==> config.mk <==
export PLATFORM = sky130hd
export DESIGN_NAME = cmd_feeder
export DESIGN_NICKNAME = d
export VERILOG_FILES = /design/src/rtl/cmd_feeder_pkg.sv /design/src/rtl/cmd_fifo.sv /design/src/rtl/cmd_feeder.sv
export SDC_FILE = /design/constraint.sdc
export NUM_CORES = 1
export LEC_CHECK = 0
export ABC_AREA = 1
export CAP_MARGIN = 40
export CORE_ASPECT_RATIO = 0.5
export CORE_MARGIN = 5
export CORE_UTILIZATION = 30
export CTS_CLUSTER_DIAMETER = 150
export CTS_CLUSTER_SIZE = 28
export DETAILED_ROUTE_END_ITERATION = 8
export PLACE_DENSITY = 0.58
export SLEW_MARGIN = 20
export SYNTH_ARGS = -nofsm -noshare
export SYNTH_HDL_FRONTEND = slang
export SYNTH_SLANG_ARGS = --single-unit
==> constraint.sdc <==
create_clock -name clk -period 2 [get_ports clk]
set_input_delay 0.4 -clock clk [delete_from_list [all_inputs] [get_ports clk]]
set_output_delay 0.4 -clock clk [all_outputs]
set_load 0.005 [all_outputs]
==> src/rtl/cmd_feeder_pkg.sv <==
// Shared types for the command feeder: FSM state encoding and the packed
// command record that travels through the FIFO.
package cmd_feeder_pkg;

    typedef enum logic [2:0] {
        IDLE     = 3'd0,
        ISSUE    = 3'd1,
        WAIT_ACT = 3'd2,
        RUN      = 3'd3,
        DONE     = 3'd4
    } state_e;

    // Command record: operand x in the high bits, mode on in the low bits.
    localparam int CMD_W = 10;

    function automatic logic [CMD_W-1:0] pack_cmd(input logic [7:0] cx,
                                                  input logic [1:0] con);
        return {cx, con};
    endfunction

endpackage

==> src/rtl/cmd_fifo.sv <==
// Single-clock synchronous FIFO. Pointers carry one extra wrap bit so that
// full and empty are told apart without a separate occupancy counter.
module cmd_fifo #(
    parameter int DEPTH = 4,
    parameter int CMD_W = 10
) (
    input  logic             clk,
    input  logic             rst,
    input  logic             push,
    input  logic             pop,
    input  logic [CMD_W-1:0] din,
    output logic [CMD_W-1:0] dout,
    output logic             full,
    output logic             empty
);

    localparam int AW = $clog2(DEPTH);

    logic [CMD_W-1:0] mem_q [DEPTH];
    logic [AW:0]      wr_ptr_q;
    logic [AW:0]      rd_ptr_q;
    logic             do_push;
    logic             do_pop;

    assign empty   = (wr_ptr_q == rd_ptr_q);
    assign full    = (wr_ptr_q[AW] != rd_ptr_q[AW]) &&
                     (wr_ptr_q[AW-1:0] == rd_ptr_q[AW-1:0]);
    // A push while full is dropped, so a stored entry is never overwritten.
    assign do_push = push && !full;
    assign do_pop  = pop && !empty;
    assign dout    = mem_q[rd_ptr_q[AW-1:0]];

    always_ff @(posedge clk) begin
        if (do_push) begin
            mem_q[wr_ptr_q[AW-1:0]] <= din;
        end
    end

    always_ff @(posedge clk) begin
        if (rst) begin
            wr_ptr_q <= '0;
            rd_ptr_q <= '0;
        end else begin
            if (do_push) begin
                wr_ptr_q <= wr_ptr_q + 1'b1;
            end
            if (do_pop) begin
                rd_ptr_q <= rd_ptr_q + 1'b1;
            end
        end
    end

endmodule

==> src/rtl/cmd_feeder.sv <==
// Command feeder: queues host commands, issues them one at a time to main
// with a start pulse, then tracks main's active flag through completion.
module cmd_feeder
    import cmd_feeder_pkg::*;
#(
    parameter int DEPTH   = 4,
    parameter int TIMEOUT = 8,
    parameter int CNT_W   = 8
) (
    input  logic             clk,
    input  logic             rst,
    input  logic             cmd_valid,
    output logic             cmd_ready,
    input  logic [7:0]       cmd_x,
    input  logic [1:0]       cmd_on,
    output logic [7:0]       x,
    output logic [1:0]       on,
    output logic             start,
    input  logic             active,
    input  logic [1:0]       regime,
    output logic             busy,
    output logic             done,
    output logic [1:0]       done_regime,
    output logic             err,
    output logic [CNT_W-1:0] done_cnt
);

    localparam int            TW       = $clog2(TIMEOUT + 1);
    localparam logic [TW-1:0] TMO_LAST = TW'(TIMEOUT - 1);

    state_e           state_q;
    logic [TW-1:0]    tmo_cnt_q;
    logic [7:0]       x_q;
    logic [1:0]       on_q;
    logic             start_q;
    logic             busy_q;
    logic             done_q;
    logic             err_q;
    logic [1:0]       done_regime_q;
    logic [CNT_W-1:0] done_cnt_q;

    logic             fifo_push;
    logic             fifo_pop;
    logic             fifo_full;
    logic             fifo_empty;
    logic [CMD_W-1:0] fifo_din;
    logic [CMD_W-1:0] fifo_dout;

    assign cmd_ready = !fifo_full;
    assign fifo_push = cmd_valid && cmd_ready;
    assign fifo_din  = pack_cmd(cmd_x, cmd_on);
    // The head stays queued while in flight and is released on leaving DONE.
    assign fifo_pop  = (state_q == DONE);

    cmd_fifo #(
        .DEPTH (DEPTH),
        .CMD_W (CMD_W)
    ) u_fifo (
        .clk   (clk),
        .rst   (rst),
        .push  (fifo_push),
        .pop   (fifo_pop),
        .din   (fifo_din),
        .dout  (fifo_dout),
        .full  (fifo_full),
        .empty (fifo_empty)
    );

    always_ff @(posedge clk) begin
        if (rst) begin
            state_q       <= IDLE;
            tmo_cnt_q     <= '0;
            x_q           <= '0;
            on_q          <= '0;
            start_q       <= 1'b0;
            busy_q        <= 1'b0;
            done_q        <= 1'b0;
            err_q         <= 1'b0;
            done_regime_q <= '0;
            done_cnt_q    <= '0;
        end else begin
            start_q <= 1'b0;
            done_q  <= 1'b0;
            err_q   <= 1'b0;
            case (state_q)
                IDLE: begin
                    if (!fifo_empty) begin
                        state_q <= ISSUE;
                        x_q     <= fifo_dout[CMD_W-1:2];
                        on_q    <= fifo_dout[1:0];
                        start_q <= 1'b1;
                        busy_q  <= 1'b1;
                    end
                end
                ISSUE: begin
                    state_q   <= WAIT_ACT;
                    tmo_cnt_q <= '0;
                end
                WAIT_ACT: begin
                    // active wins over an expiring timeout in the same cycle.
                    if (active) begin
                        state_q <= RUN;
                    end else if (tmo_cnt_q == TMO_LAST) begin
                        state_q <= DONE;
                        err_q   <= 1'b1;
                    end else begin
                        tmo_cnt_q <= tmo_cnt_q + 1'b1;
                    end
                end
                RUN: begin
                    if (!active) begin
                        state_q       <= DONE;
                        done_q        <= 1'b1;
                        done_regime_q <= regime;
                        done_cnt_q    <= done_cnt_q + 1'b1;
                    end
                end
                DONE: begin
                    state_q <= IDLE;
                    x_q     <= '0;
                    on_q    <= '0;
                    busy_q  <= 1'b0;
                end
                default: begin
                    state_q <= IDLE;
                    x_q     <= '0;
                    on_q    <= '0;
                    busy_q  <= 1'b0;
                end
            endcase
        end
    end

    assign x           = x_q;
    assign on          = on_q;
    assign start       = start_q;
    assign busy        = busy_q;
    assign done        = done_q;
    assign err         = err_q;
    assign done_regime = done_regime_q;
    assign done_cnt    = done_cnt_q;

endmodule

==> results.py, run 1 <==
metrics = {
    "setup_path": {
        "path_cells": "clkdlybuf4s50_1",
        "crit_buf_inv": 1,
        "worst-setup-path-type": "flop to output port",
        "rr_startpoint": "u_fifo.wr_ptr_q[0]",
        "end_kind": "output port",
        "cp-endpoint": "done_cnt[3]",
        "slowest_stage": "clkdlybuf4s50_1",
        "crit_start": "done_cnt[3]",
        "rr_worst_depth": 7,
        "crit_fanout": 6,
        "cp_num_cells": 1,
        "max_stage_delay_ps": 550,
        "reg2reg_slack_ps": 600,
        "start_kind": "flop",
        "critPathTopFamily": "buffers and inverters",
        "worst_r2r_endpoint": "u_fifo.mem_q[2][5]",
        "cp.arrival_ps": 1340,
        "crit_required_ps": 1600,
    },
    "yosys": {
        "synth_seq_cells": 79,
        "synth-compound-area-share_pct": 9.526,
        "synth.avg_cell_area_sq_um": 9.414,
        "ys_seq_area_share_pct": 59.64,
        "synth_top_family_by_area": "simple AND/OR/NAND/NOR gates",
        "syn_area_sq_um": 3323,
        "syn_inst": 353,
        "synth_xor_xnor_area_share_pct": 0.7907,
        "synth_adder_area_share_pct": 2.636,
        "synthMuxAreaShare_pct": 0,
        "yosysUniqueCellTypes": 26,
        "ys_warn_count": 0,
        "synth_simple_gate_area_share_pct": 21.05,
        "synthesis.nets": 376,
    },
    "clock_network": {
        "clkTransAtPathRegs_ps": 60,
        "post-cts-setup-buffers": 0,
        "cts_resized": 5,
        "postCtsHoldBufs": 0,
        "htreeDepth": 3,
        "cts-buffers-inserted": 9,
        "cts.sinks": 79,
        "worstSkewPairLatency_ps": 330,
        "cts-root-buf": "clkbuf_16",
        "tritoncts": "done",
        "clock_path_buffers": 2,
    },
    "status": {
        "outcome": "complete, no violations",
    },
    "detailed_routing": {
        "wl_per_cell_microns": 12.56,
        "avgViaCountPerCell": 4.470,
        "drt_iter0_markers": 110,
        "wl_microns": 6970,
        "firstDrtPassIters": 4,
        "vias": 2481,
        "drc_errors": 0,
        "drtAntennaViolNets": 0,
    },
    "hold_path": {
        "hold_class": "flop to flop",
    },
    "placed_design": {
        "place_inst": 539,
        "globalplace.congestion": 0.7459,
        "dpl.hpwl_microns": 4746,
        "numPortBuffers": 40,
    },
    "power": {
        "power_w": 0.004495,
        "power_density_nw_per_um2": 1055,
        "vdd_ir_drop_max_mv": 0.5396,
        "leakagePower_nw": 1.661,
    },
    "sta": {
        "max_freq_mhz": 576.1,
        "worst_pin_slew_ps": 569.8,
        "slew_headroom_pct": 61.97,
        "period_minus_slack_ps": 1736,
        "fin_crit_sh_pct": 86.78,
        "setup_viol": 0,
        "rsz0062_at_grt": "no",
        "report.final.hold_viol_count": 0,
        "clock_skew_ps": 7.219,
        "slew_violations": 0,
        "setup_tns_ps": 0,
    },
    "global_routing": {
        "grt_overflow": 0,
        "antenna_found_initial": 0,
        "grt_max_degree": 21,
        "grt_pass1_vias": 2436,
        "grt_pass1_wl_microns": 11650,
        "grt_usage_pct": 10.67,
    },
    "floorplan": {
        "ioPinCount": 41,
        "start_util_pct": 30.46,
        "die_x_microns": 158.8,
        "core_area_sq_um": 10910,
        "placementRows": 27,
        "die_h_microns": 84.42,
        "die-area_sq_um": 13410,
    },
    "finish": {
        "layout-drive-gt1-share_pct": 12.93,
        "fin_util_pct": 39.03,
        "final_cells": 555,
        "area_delta_synth_final_pct": 28.16,
        "antennaDiodeCount": 0,
        "nNetsFinal": 428,
    },
    "job": {
        "cap_violations": 0,
    },
}
[per-stage QoR]
step                      hold slack (ps)  area [sq um]  setup WS [ps]
after floorplan                     450.8          3323          298.7
after global placement              452.0          3934          280.5
after CTS                           457.4          4242         0.2355
after detailed placement            446.9          3934          247.1
final                               450.9          4259          264.3
after global routing                472.5          4259          215.6
[power by group]
part	switching, W	internal (W)
registers	0.000111	0.00187
clock network	0.000654	0.000970
logic	0.000513	0.000377
[worst min path at each step]
stage / to / from / cells after the start
after floorplan: on[0] / on[0] / 2
after global placement: x[5] / x[5] / 2
after detailed placement: x[5] / x[5] / 2
after CTS: x[5] / x[5] / 2
after global routing: x[5] / x[5] / 2
final: x[5] / x[5] / 2
[logic make-up after synthesis]
group	after synthesis
xor gates and xnor gates	3
AOI/OAI and AO/OA	61
buffers and inverters	54
adders and majority gates	7
DFF	79
and+or+nand+nor	149
[placed cells by master, fill, tap and decap left out, drive strengths merged]
cell type and count:
nor2 62, nand2 53, inv 46, edfxtp 40, clkdlybuf4s50 39, dfxtp 39, o21ai 39, nand3 22
a21oi 14, clkbuf 9, buf 9, nand4 9, o22ai 7, ha 7, clkinv 5, nor3 3
xor2 3, a22oi 1, bufinv 1, clkinvlp 1, dlymetal6s2s 1
[Yosys cell counts, drive strengths merged]
cell	number	area share, %
xor2	3	0.79
nand4	9	2.1
buf	2	0.49
clkbuf	6	0.68
nor2	62	7.8
o22ai	7	1.3
nor3	3	0.45
edfxtp	40	36
nand3	22	4.4
dfxtp	39	23
ha	7	2.6
o21ai	39	5.9
nand2	53	6.2
a21oi	14	2.1
inv	45	5.1
a22oi	1	0.23
clkinv	1	0.11
[final cells by class]
type	count	area, sq um
inverter	46	172.7
timing repair buffer	49	470.5
clock buffer	9	225.2
clock inverter	7	72.57
tap	145	181.4
multi-input combinational	220	1142
sequential	79	1994
fill	1138	6653
[sequential cells by signal, summed over array words and instances, names as in the netlist, 3 cells and up, named ones only]
name,count
u_fifo.rd_ptr_q,3
x,8
done_cnt,8
state_q,3
u_fifo.wr_ptr_q,3
u_fifo.mem_q,40
tmo_cnt_q,4
[routing by layer]
metal	share of wire (%)	track usage [%]
met1	48	12.67
met2	48	18.23
met4	1.4	4.215
met3	3.5	3.286
met5	0	0
Note: power is estimated with default switching activity, not from simulation.
==> run 2, diff against run 1 <==
CORE_UTILIZATION = 26   (was 30)
CTS_CLUSTER_SIZE = default   (was 28)
PLACE_DENSITY = 0.53   (was 0.58)
TNS_END_PERCENT = 5   (was default)
==> run 2 against run 1 <==
Net effect: die area increased by 14%; worst hold slack gained 5.5 ps; flip-flop and latch count stayed put; critical path type unchanged; maximum frequency fell by 11%.
==> results.py, run 2 (same netlist as run 1, synthesis figures left out) <==
metrics = {
    "setup_path": {
        "crit_path_frequent_cell": "nand2_1",
        "crit_fanout": 5,
        "path_cells": "inv_2 -> nand2_1 -> nand2_1 -> nand3_2 -> clkdlybuf4s50_1",
        "max_stage_delay_ps": 500,
        "cp.arrival_ps": 1540,
        "start_kind": "flop",
        "end_kind": "output port",
        "worst-setup-path-type": "flop to output port",
        "slowest_stage": "clkdlybuf4s50_1",
        "crit_required_ps": 1600,
    },
    "finish": {
        "area.sequential_sq_um": 1992,
        "fillers": 1272,
        "area_delta_synth_final_pct": 28.20,
        "multi_input_area_sq_um": 1140,
        "layout_common_cells": "nor2_1, nand2_1, clkdlybuf4s50_1, edfxtp_1, inv_1",
        "nNetsFinal": 429,
        "layout_commonest_cell": "nor2_1",
        "antennaDiodeCount": 0,
        "largest_reg_flops": 40,
        "layout-drive-gt1-share_pct": 12.41,
    },
    "detailed_routing": {
        "drt_iter0_markers": 117,
        "drc_errors": 0,
        "wl_per_cell_microns": 12.37,
        "drtAntennaViolNets": 0,
        "avgViaCountPerCell": 4.222,
        "wl_microns": 7188,
        "firstDrtPassIters": 4,
        "vias": 2453,
    },
    "sta": {
        "setup_tns_ps": 0,
        "clock_skew_ps": 7.241,
        "max_freq_mhz": 515.4,
        "slew_headroom_pct": 61.21,
        "period_minus_slack_ps": 1940,
        "report.final.hold_viol_count": 0,
        "setup_viol": 0,
        "worst_pin_slew_ps": 581.2,
        "slew_violations": 0,
        "fin_crit_sh_pct": 97.01,
    },
    "placed_design": {
        "numPortBuffers": 40,
        "dpl.hpwl_microns": 4931,
        "globalplace.congestion": 0.7839,
    },
    "floorplan": {
        "die-area_sq_um": 15280,
        "ioPinCount": 41,
        "start_util_pct": 26.39,
        "die_x_microns": 169.9,
        "die_h_microns": 89.94,
        "placementRows": 29,
        "core_area_sq_um": 12590,
    },
    "job": {
        "cap_violations": 0,
    },
    "global_routing": {
        "grt_usage_pct": 9.794,
        "grt_pass1_vias": 2337,
        "antenna_found_initial": 0,
        "grt_max_degree": 21,
        "grt_overflow": 0,
        "grt_pass1_wl_microns": 11770,
    },
    "clock_network": {
        "cts.sinks": 79,
        "htreeDepth": 3,
        "cts-root-buf": "clkbuf_16",
        "clock_path_buffers": 2,
        "clkTransAtPathRegs_ps": 60,
        "cts-buffers-inserted": 9,
        "tritoncts": "done",
        "worstSkewPairLatency_ps": 330,
    },
    "hold_path": {
        "hold_class": "flop to flop",
    },
    "power": {
        "vdd_ir_drop_max_mv": 0.3800,
        "p_sw_w": 0.001268,
        "leakagePower_nw": 1.647,
        "seqPwrFrac_pct": 45.6,
        "power_density_nw_per_um2": 1022,
        "switching_share_pct": 29.12,
        "p_comb_share_pct": 20.7,
        "power_w": 0.004353,
        "p_int_w": 0.003085,
        "clockPowerShare_pct": 33.8,
    },
    "status": {
        "outcome": "complete, no violations",
    },
}
## run 2: path summary, 6_finish.rpt
kind	endpoint	startpoint	slack [ps]	depth (start not counted)
max	cmd_ready	u_fifo.wr_ptr_q[0]	60	5
min	x[5]	x[5]	460	2
max reg2reg	u_fifo.mem_q[2][9]	u_fifo.wr_ptr_q[0]	440	8
min reg2reg	x[5]	x[5]	460	2
## run 2: metrics by stage
| step | util (%) | setup slack (ps) | hold WS, ps | instances | instance area (sq um) |
|---|---|---|---|---|---|
| 4_1_cts | 33.70 | 3.690 | 460.3 | 580 | 4243 |
| 5_1_grt | 33.84 | -1.172 | 478.1 | 581 | 4260 |
| 3_5_place_dp | 31.49 | 247.1 | 450.3 | 564 | 3965 |
| 2_1_floorplan | - | 298.7 | 450.8 | 353 | 3323 |
| 3_3_place_gp | 31.49 | 279.7 | 450.1 | 564 | 3965 |
| 6_report | 33.84 | 59.81 | 456.4 | 581 | 4260 |
## run 2: layer usage
layer	vias to the layer above	part of all wire, %	track usage, %
li1	1281	-	-
met1	1130	48	12.58
met2	35	46	15.24
met3	7	4.1	3.550
met4	0	1.5	3.416
met5	-	0	0
## run 2: power groups by stage
stage / registers, W / logic [W] / clock network (W)
6_report: 0.00198 / 0.000899 / 0.00147
5_1_grt: 0.00201 / 0.00103 / 0.00158
4_1_cts: 0.00199 / 0.000911 / 0.00151
3_5_place_dp: 0.00202 / 0.000906 / 0
3_3_place_gp: 0.00202 / 0.000890 / 0
2_1_floorplan: 0.00201 / 0.000544 / 0
## run 2: critical path: cells and delay by family, from the launching register on
family | cells | cell delay (ps)
flops | 1 | 370
buf+inv | 2 | 550
simple gates | 3 | 290
## run 2: area by class of cell
| class | instances | area share, % |
|---|---|---|
| flip-flops and latches | 79 | 46.75 |
| inverters | 46 | 4.053 |
| multi-input cells | 220 | 26.75 |
| clock buffers | 10 | 5.374 |
| clock inverters | 6 | 0.9104 |
| repair buffers | 50 | 11.16 |
| well taps | 170 | 4.993 |
## run 2: timing repair
item / 4_1_cts / 5_1_grt
gates resized for setup: 5 / 5
pin swaps: 0 / 1
setup buffers: 0 / 1
endpoints found under the setup margin: 1 / 1
cloned: 0 / 0
hold buffers: 0 / 0
==> run 3, diff against run 2 <==
==> constraint.sdc (replaced) <==
create_clock -name clk -period 2 [get_ports clk]
set_input_delay 0.4 -clock clk [delete_from_list [all_inputs] [get_ports clk]]
set_output_delay 0.4 -clock clk [all_outputs]
set_load 0.02 [all_outputs]
==> run 3 against run 2 <==
Net effect: cell count shrank 0.34%; total power grew 8.5%; clock skew fell by 3.2 ps; critical path depth decreased by 4; die area stayed put; wire length is 1.0% lower; first-iteration DRC count up 7.7%; core utilization up 0.11 points; global-route usage about the same; clock power is 20% higher; worst hold slack lost 5.1 ps; sequential share of layout area shrank 0.38 points; largest power group unchanged.
==> results.py, run 3 (same netlist as run 1, synthesis figures left out) <==
metrics = {
    "status": {
        "outcome": "complete, no violations",
    },
    "finish": {
        "multi_input_area_sq_um": 1130,
        "final_cells": 579,
        "layout_common_cells": "nor2_1, nand2_1, edfxtp_1, dfxtp_1, clkdlybuf4s50_1",
        "nNetsFinal": 427,
        "fillers": 1300,
        "layout_commonest_cell": "nor2_1",
        "antennaDiodeCount": 0,
        "layout-drive-gt1-share_pct": 10.27,
        "area_delta_synth_final_pct": 28.61,
        "area.sequential_sq_um": 1982,
        "largest_reg_flops": 40,
    },
    "setup_path": {
        "path_cells": "clkdlybuf4s50_1",
        "cp.arrival_ps": 1440,
        "critPathTopFamily": "buffers and inverters",
        "rr_worst_depth": 7,
        "crit_required_ps": 1600,
        "cp_num_cells": 1,
        "max_stage_delay_ps": 650,
        "start_kind": "flop",
        "slowest_stage": "clkdlybuf4s50_1",
        "crit_buf_inv": 1,
        "worst-setup-path-type": "flop to output port",
        "end_kind": "output port",
        "crit_fanout": 6,
    },
    "sta": {
        "setup_viol": 0,
        "timing.hold.ws_ps": 451.4,
        "slew_violations": 0,
        "clock_skew_ps": 4.044,
        "period_minus_slack_ps": 1840,
        "worst_pin_slew_ps": 585.5,
        "max_freq_mhz": 543.6,
        "setup_tns_ps": 0,
        "rsz0062_at_grt": "no",
        "fin_crit_sh_pct": 91.99,
        "report.final.hold_viol_count": 0,
        "slew_headroom_pct": 60.93,
    },
    "power": {
        "leakagePower_nw": 1.653,
        "vdd_ir_drop_max_mv": 0.4954,
        "power_density_nw_per_um2": 1105,
        "power_w": 0.004722,
    },
    "detailed_routing": {
        "drtAntennaViolNets": 0,
        "wl_microns": 7114,
        "vias": 2423,
        "wl_per_cell_microns": 12.29,
        "firstDrtPassIters": 4,
        "avgViaCountPerCell": 4.185,
        "drt_iter0_markers": 126,
        "drc_errors": 0,
    },
    "floorplan": {
        "die-area_sq_um": 15280,
        "die_h_microns": 89.94,
        "die_x_microns": 169.9,
        "placementRows": 29,
        "ioPinCount": 41,
        "start_util_pct": 26.39,
        "core_area_sq_um": 12590,
    },
    "global_routing": {
        "grt_pass1_wl_microns": 11820,
        "antenna_found_initial": 0,
        "grt_pass1_vias": 2331,
        "grt_max_degree": 21,
        "grt_usage_pct": 9.842,
        "grt_overflow": 0,
    },
    "job": {
        "cap_violations": 0,
    },
    "placed_design": {
        "numPortBuffers": 40,
        "place_inst": 563,
        "dpl.hpwl_microns": 4836,
        "globalplace.congestion": 0.7157,
    },
    "clock_network": {
        "postCtsHoldBufs": 0,
        "post-cts-setup-buffers": 0,
        "clkTransAtPathRegs_ps": 60,
        "cts.sinks": 79,
        "tritoncts": "done",
        "clock_path_buffers": 2,
        "cts_resized": 1,
        "cts-buffers-inserted": 9,
        "cts-root-buf": "clkbuf_16",
        "htreeDepth": 3,
        "worstSkewPairLatency_ps": 340,
    },
    "hold_path": {
        "hold_depth": 2,
        "hold_class": "flop to flop",
    },
}
run 3: per-layer routing:
layer  share of wire (%)  vias to the layer above  GRT usage (%)
li1                    -                     1287              -
met1                  49                     1093          12.61
met2                  45                       33          15.37
met3                 3.9                       10          3.287
met4                 1.7                        0          3.818
met5                   0                        -              0
run 3: cell type report:
cell class / count / share of cell area (%)
Timing Repair Buffer: 48 / 10.66
Multi-Input combinational cell: 220 / 26.43
Tap cell: 170 / 4.977
Clock buffer: 10 / 5.357
Clock inverter: 6 / 2.166
Inverter: 46 / 4.040
Sequential cell: 79 / 46.37
run 3: path summary, 6_finish.rpt:
check                      from            endpoint  slack [ps]
min                        x[5]                x[5]         450
max reg2reg  u_fifo.wr_ptr_q[0]  u_fifo.mem_q[3][0]         390
min reg2reg                x[5]                x[5]         450
max                 done_cnt[3]         done_cnt[3]         160
run 3: where the power goes:
part	switching (W)	total, W	internal (W)
Sequential	0.000111	0.00198	0.00187
Clock	0.000663	0.00176	0.00110
Combinational	0.000602	0.000979	0.000377
Total	0.00138	0.00472	0.00335
run 3: through the flow:
step | utilization, % | setup WS (ps) | area (sq um)
6_report | 33.95 | 160.3 | 4274
2_1_floorplan | - | 155.3 | 3323
5_1_grt | 33.95 | 99.79 | 4274
3_3_place_gp | 31.43 | 177.9 | 3958
3_5_place_dp | 31.43 | 127.8 | 3958
4_1_cts | 33.98 | 31.90 | 4278
